## src/rtl/fifo_pkg.sv

```systemverilog
// rtl/fifo_pkg.sv - shared pointer width and Gray/binary helpers for the async FIFO
package fifo_pkg;

    localparam int ASIZE_DEF = 4;
    localparam int PTR_W     = ASIZE_DEF + 1;

    // Helpers work on a fixed wide vector; callers zero-extend narrower pointers,
    // which leaves the conversion of the low bits unchanged.
    localparam int MAX_W = 16;

    function automatic logic [MAX_W-1:0] bin2gray(input logic [MAX_W-1:0] b);
        return b ^ (b >> 1);
    endfunction

    function automatic logic [MAX_W-1:0] gray2bin(input logic [MAX_W-1:0] g);
        logic [MAX_W-1:0] b;
        b[MAX_W-1] = g[MAX_W-1];
        for (int i = MAX_W - 2; i >= 0; i--) begin
            b[i] = b[i+1] ^ g[i];
        end
        return b;
    endfunction

endpackage

```

## src/rtl/fifo_sync2.sv

```systemverilog
// rtl/fifo_sync2.sv - generic two-flop synchronizer with synchronous active-high reset
module fifo_sync2 #(
    parameter int WIDTH = 5
) (
    input  logic             clk,
    input  logic             rst,
    input  logic [WIDTH-1:0] d,
    output logic [WIDTH-1:0] q
);

    logic [WIDTH-1:0] q1;

    always_ff @(posedge clk) begin
        if (rst) begin
            q1 <= '0;
            q  <= '0;
        end else begin
            q1 <= d;
            q  <= q1;
        end
    end

endmodule

```

## src/rtl/fifo_read_ctrl.sv

```systemverilog
// rtl/fifo_read_ctrl.sv - read-domain pointer/empty controller of the async FIFO
// FIFO_RD_ALMOST_EMPTY_EN adds the registered rlevel and ralmost_empty outputs.
module fifo_read_ctrl
    import fifo_pkg::*;
#(
    parameter int ASIZE     = PTR_W - 1,
    parameter int AE_THRESH = 2
) (
    input  logic             rclk,
    input  logic             rrst,
    input  logic             rinc,
    input  logic [ASIZE:0]   wptr_gray,
    output logic [ASIZE:0]   rptr_gray,
    output logic [ASIZE-1:0] raddr,
`ifdef FIFO_RD_ALMOST_EMPTY_EN
    output logic [ASIZE:0]   rlevel,
    output logic             ralmost_empty,
`endif
    output logic             rempty
);

    localparam int PW  = ASIZE + 1;
    localparam int PAD = MAX_W - PW;

    logic [PW-1:0]  rbin;
    logic [PW-1:0]  rq2;
    logic [PW-1:0]  rbin_next;
    logic [PW-1:0]  rgray_next;
    logic [PAD-1:0] gray_pad_unused;
    logic           rd_en;

    fifo_sync2 #(.WIDTH(PW)) u_wptr_sync (
        .clk (rclk),
        .rst (rrst),
        .d   (wptr_gray),
        .q   (rq2)
    );

    assign rd_en     = rinc & ~rempty;
    assign rbin_next = rbin + PW'(rd_en);
    assign {gray_pad_unused, rgray_next} = bin2gray({{PAD{1'b0}}, rbin_next});
    assign raddr     = rbin[ASIZE-1:0];

    // Comparing against the synchronized (stale) write pointer keeps empty pessimistic.
    always_ff @(posedge rclk) begin
        if (rrst) begin
            rbin      <= '0;
            rptr_gray <= '0;
            rempty    <= 1'b1;
        end else begin
            rbin      <= rbin_next;
            rptr_gray <= rgray_next;
            rempty    <= (rgray_next == rq2);
        end
    end

`ifdef FIFO_RD_ALMOST_EMPTY_EN
    logic [PAD-1:0] wbin_pad_unused;
    logic [PW-1:0]  wbin_s;
    logic [PW-1:0]  level_next;

    assign {wbin_pad_unused, wbin_s} = gray2bin({{PAD{1'b0}}, rq2});
    assign level_next = wbin_s - rbin_next;

    always_ff @(posedge rclk) begin
        if (rrst) begin
            rlevel        <= '0;
            ralmost_empty <= 1'b1;
        end else begin
            rlevel        <= level_next;
            ralmost_empty <= (level_next <= PW'(AE_THRESH));
        end
    end
`endif

endmodule

```

## config.mk

```make
export PLATFORM = sky130hd
export DESIGN_NAME = fifo_read_ctrl
export DESIGN_NICKNAME = d
export VERILOG_FILES = /design/src/rtl/fifo_pkg.sv /design/src/rtl/fifo_sync2.sv /design/src/rtl/fifo_read_ctrl.sv
export SDC_FILE = /design/constraint.sdc
export NUM_CORES = 1
export LEC_CHECK = 0
export ABC_AREA = 1
export BUFFER_PORTS_ARGS = -buffer_cell sky130_fd_sc_hd__buf_2
export CAP_MARGIN = 20
export CORE_MARGIN = 2
export CORE_UTILIZATION = 45
export CTS_BUF_LIST = sky130_fd_sc_hd__clkbuf_8
export CTS_CLUSTER_SIZE = 16
export DETAILED_ROUTE_END_ITERATION = 6
export PLACE_DENSITY_LB_ADDON = 0.2
export SLEW_MARGIN = 20
export SYNTH_ARGS = -nofsm -noshare
export SYNTH_HDL_FRONTEND = slang
export SYNTH_HIERARCHICAL = 1
export SYNTH_SLANG_ARGS = --single-unit
```

## constraint.sdc

```tcl
create_clock -name rclk -period 2.1 [get_ports rclk]
set_input_delay 0.315 -clock rclk [delete_from_list [all_inputs] [get_ports rclk]]
set_output_delay 0.315 -clock rclk [all_outputs]
set_load 0.01 [all_outputs]
```

==> Word level (Yosys, flattened, before mapping) <==
Cells that the tools add are included.
{ "classes": {"addsub": 1, "eq_ne": 1, "n_bitwise": 3} }
{ "ops": {"columns": ["op", "n"], "rows": [
  ["$add A5 B1 Y5", 1],
  ["$eq A5 B5 Y1", 1],
  ["$xor A5 B4 Y5", 1],
  ["$and A1 B1 Y1", 1],
  ["$not A1 Y1", 1]
]} }
{ "totals": {"register_bits": 21, "input_bits": 8, "out_inout_bits": 10, "word_cells": 10} }

==> Logic depth before layout (Yosys ltp) <==
{ "depth": {"word_depth": 5, "depth_mapped": 14, "ltp_nobuf": 14} }

==> Modules after synthesis <==
The synthesis kept the hierarchy.
{ "by_module_without_submodules": {"columns": ["module", "n_inst", "cells_each", "area_per_inst_um2", "seq_area_each_um2"], "rows": [
  ["fifo_read_ctrl", 1, 89, 576.8, 200.2],
  ["fifo_sync2", 1, 31, 286.5, 200.2]
]} }

==> Worst setup path after synthesis <==
Ideal clock, no wire load.
{ "synth_timing": {"path_type": "flip-flop to flip-flop", "start": "reg rempty", "end": "reg rempty", "setup_time_ns": 0.058, "arrival_ns": 1.520, "t_required_ns": 2.042, "path_slack_ns": 0.522, "stages_incl_launch_ff": 13, "n_path_buf": 0, "period_less_slack_ns": 1.578, "path_cell_list": "dfxtp_1 nor2_1 ha_1 ha_1 inv_1 nand2_1 nand2_1 nand2_1 nand2_1 nand3_1 nor2_1 nand3_1 nand2_1"} }
{ "synth_between": {"elab_chain_cells": 5} }
{ "synth_lines": {"columns": ["item", "line", "text"], "rows": [
  ["start, declared", "fifo_read_ctrl.sv:19", "output logic rempty"],
  ["start signal, assigned", "fifo_read_ctrl.sv:53", "rempty <= (rgray_next == rq2);"],
  ["$not A1 Y1", "fifo_read_ctrl.sv:39", "assign rd_en = rinc & ~rempty;"],
  ["$and A1 B1 Y1", "fifo_read_ctrl.sv:39", null],
  ["$add A5 B1 Y5", "fifo_read_ctrl.sv:40", "assign rbin_next = rbin + PW'(rd_en);"],
  ["named net rbin_next[1]", "fifo_read_ctrl.sv:27", "logic [PW-1:0] rbin_next;"],
  ["$xor A5 B4 Y5", "fifo_pkg.sv:12", "return b ^ (b >> 1);"],
  ["$eq A5 B5 Y1", "fifo_read_ctrl.sv:53", null]
]} }
The timed path passes the listed nets, and every way through them passes these cells.
A chain may end at the register's enable or synchronous reset.

==> Worst setup path in the final report <==
{ "layout_timing": {"start": "reg rempty", "end": "reg rempty"} }
{ "layout_between": {"elab_chain_cells": 5} }
{ "layout_lines": {"columns": ["item", "line"], "rows": [
  ["$not A1 Y1", "fifo_read_ctrl.sv:39"],
  ["$and A1 B1 Y1", "fifo_read_ctrl.sv:39"],
  ["$add A5 B1 Y5", "fifo_read_ctrl.sv:40"],
  ["$xor A5 B4 Y5", "fifo_pkg.sv:12"],
  ["$eq A5 B5 Y1", "fifo_read_ctrl.sv:53"]
]} }
Every way passes these cells.

==> results.txt <==
The flow ran to the end, and the final reports show no timing, DRC or antenna violations. After synthesis, the largest family of logic cells by area is simple AND/OR/NAND/NOR gates. The longest clock path from root to sink contains 2 buffers. Using the TritonRoute via totals, the vias-per-cell ratio works out to 4.44. Setup repair after global routing left no endpoint under its margin. Counting every net in the synthesized netlist gives 130. The worst hold path startpoint is wptr_gray[4].

Once detailed placement completed, the half-perimeter wirelength came to 1090 microns. Across all layers, the routed design uses 723 vias. Across the run, the number of max-cap violations was 0. The multiplexer area fraction after synthesis was 0%; the number of sinks driven by the clock tree was 20. The floorplan step set the die width to 47.8 microns. The most critical setup path has its startpoint at rempty. The final count of hold timing violations was 0. Entering global routing, the biggest net connects 21 pins.

The detail route stage leaves a number of antenna-violating nets equal to 0. The final layout contains routed wiring with a total length of 1440 microns. The final instance count without filler cells is 163. Input and output buffers added on the ports amount to 17. The number of hold buffers added after CTS was 0. The actual transition at the worst max-transition pin came out at 340 ps. Yosys mapped the design onto 14 distinct sky130hd cell types. The overall track demand over capacity in global routing was 15.4%; the setup TNS was 0 ps. The critical path is of the reg2reg type. The tools report the cell chosen for the clock root as sky130_fd_sc_hd__clkbuf_8.

0 antenna diodes ended up in the layout. Global-route congestion overflow total: 0. The minimum clock period after layout is 1700 ps, and the area of the placeable core is 0.00176 sq mm. The logs give 583 for the via count of the first global-routing pass and 48.9% for the starting density of the core. For the total of warnings raised by yosys, the log shows 6. The floorplan die area came out at 0.00228 sq mm.

The area added between synthesis and finish came out at 18.7%. The portion of the post-synthesis area used by sequential elements is 46.4%, and the row count is 15. The worst register-to-register path begins at rempty. Of the post-synthesis cell area, the dominant cell type holds 46.4%.

The type of origin of the critical path was a register. The routability-driven placement congestion ratio is 0.752. The logs give 2380 microns for the global-route wire length before repair and 0.000533 uW for the leakage power. The synthesized netlist occupies a cell area of 863 sq um. TritonCTS built the clock tree.

After clock tree synthesis, the repair step resized 0 gates. STA puts the critical path data required time at 2300 ps. The tools report the finished layout cell area as 0.00102 sq mm. For the count of endpoints failing setup in the final report, the log shows 0.

The clock edge transition at the registers on the reported setup and hold paths was 80 ps. Post-CTS timing repair inserted 0 buffers for setup. The sort of element at the end of the critical path is a register.

In this run the worst hold path is classified as in2reg. Buffers inserted during clock tree synthesis total 3. Ranked by total cell area, the synthesized netlist is headed by sky130_fd_sc_hd__dfxtp_1, sky130_fd_sc_hd__nand2_1, sky130_fd_sc_hd__inv_1, sky130_fd_sc_hd__nor2_1, sky130_fd_sc_hd__nand3_1.

The part of the cycle the worst path needs was 80.8%. The clock reaches the later pin of the worst-skew pair after 260 ps. The highest clock rate is 589 MHz, and the ratio of total power to cell area is 846 mW/mm^2.

The design draws 867 uW. Post-placement cell count: 159. The share of cells above drive strength 1 is 21.7%, and the number of top-level design ports is 18.

The fraction of the mapped netlist area in adder cells is 2.90%. Data on the critical path arrives at its endpoint at 1900 ps. The first detailed-routing pass ran for 4 iterations. For the total DRC errors in the routed layout, the log shows 0. After detailed routing, the average wire length per cell comes to 8.82 microns. The final layout contains 149 nets. The synthesized netlist devotes 2.32% of its cell area to compound gates. The total number of H-tree levels was 1. Of the total synthesized cell area, the portion taken by AND, OR, NAND and NOR gates is 35.4%.

For the headroom to the max-slew limit, the log shows 77.4%. Counting flops and latches in the post-synthesis netlist gives 20. The die span in y was 47.8 microns.

The max-slew violation total from the final report is 0, and the number of antenna violations at the first check in global routing is 0. The xor and xnor area share after synthesis came out at 0%. The cell taking the most area after synthesis was sky130_fd_sc_hd__dfxtp_1. The number of cells produced by synthesis was 120. After detailed placement, the total cell area comes to 953 sq um. The critical-path maximum fanout was 6.

The first-iteration detailed-routing DRC count came out at 11. The average instance in the mapped netlist occupies 7.19 sq um. The tools report the setup clock skew after layout as 1.46 ps.

Across the VDD grid, the largest voltage drop is 0.816 mV.
[metal layers]
layer | wire [microns] | track usage [%]
met2 | 719 | 24.5
met1 | 638 | 18.1
met4 | 15 | 4.86
met5 | 0 | 0
met3 | 64 | 7.92
[sequential cells by signal, indices dropped and copies added (netlist names)]
name            cells
u_wptr_sync/q1      5
u_wptr_sync/q       5
rbin                4
rptr_gray           5
rempty              1
[report_power, final]
group	leakage, uW	switching, uW	internal (uW)
Sequential	0.000164	7.04	398
Combinational	0.000333	44.8	33.4
Clock	0.0000357	129	254
[final cells by class]
| cell class | count | area, sq um |
|---|---|---|
| Clock inverter | 1 | 30.0 |
| Tap cell | 25 | 31.3 |
| Multi-Input combinational cell | 74 | 350 |
| Inverter | 23 | 86.3 |
| Clock buffer | 3 | 41.3 |
| Timing Repair Buffer | 17 | 85.1 |
| Fill cell | 193 | 739 |
| Sequential cell | 20 | 400 |
[synth_stat cells]
library cell	n
sky130_fd_sc_hd__buf_6	2
sky130_fd_sc_hd__a21oi_1	4
sky130_fd_sc_hd__nand3_2	1
sky130_fd_sc_hd__clkbuf_1	1
sky130_fd_sc_hd__nand2_1	27
sky130_fd_sc_hd__nor2_1	17
sky130_fd_sc_hd__nand3b_1	1
sky130_fd_sc_hd__inv_2	2
sky130_fd_sc_hd__inv_1	21
sky130_fd_sc_hd__dfxtp_1	20
sky130_fd_sc_hd__ha_1	2
sky130_fd_sc_hd__nand4_1	4
sky130_fd_sc_hd__nand2_2	6
sky130_fd_sc_hd__nand3_1	12
[worst paths after layout]
kind / end / slack [ps] / depth (start not counted)
setup / recovery: rempty / 400 / 11
hold / removal: u_wptr_sync/q1[4] / 250 / 3
setup reg to reg: rempty / 400 / 11
hold reg to reg: u_wptr_sync/q[0] / 400 / 2
[worst max-delay path: stages, from the launching register on]
cell                      delay [ps]
sky130_fd_sc_hd__dfxtp_1         310
sky130_fd_sc_hd__nor2_1          100
sky130_fd_sc_hd__ha_1            240
sky130_fd_sc_hd__ha_1            300
sky130_fd_sc_hd__nand3_1         130
sky130_fd_sc_hd__nand2_1         110
sky130_fd_sc_hd__nand2_2          90
sky130_fd_sc_hd__nand2_1          80
sky130_fd_sc_hd__nand3_1          80
sky130_fd_sc_hd__nand2_1          80
sky130_fd_sc_hd__nand3_1          70
sky130_fd_sc_hd__nand2_1          60
[stage by stage]
stage | worst slack [ps] | hold slack (ps) | utilization [%]
2_1_floorplan | 522 | 388 | -
3_3_place_gp | 329 | 389 | 54.0
3_5_place_dp | 299 | 395 | 54.0
4_1_cts | 385 | 248 | 58.1
5_1_grt | 158 | 246 | 58.1
6_report | 403 | 251 | 58.1
[cells by family (layout without fill, tap and decap cells)]
logic type | after synthesis | count (layout)
DFF | 20 | 20
AOI/OAI and AO/OA | 4 | 4
and+or+nand+nor | 68 | 68
buffers and inverters | 26 | 44
adders and majority gates | 2 | 2
[cell usage in the layout, fill, tap and decap left out, drive strengths merged]
| cell type | count |
|---|---|
| nand3b | 1 |
| ha | 2 |
| inv | 23 |
| nand2 | 33 |
| dfxtp | 20 |
| nand3 | 13 |
| clkbuf | 3 |
| nor2 | 17 |
| nand4 | 4 |
| buf | 17 |
| bufinv | 1 |
| a21oi | 4 |
(Power assumes the default switching activity.)
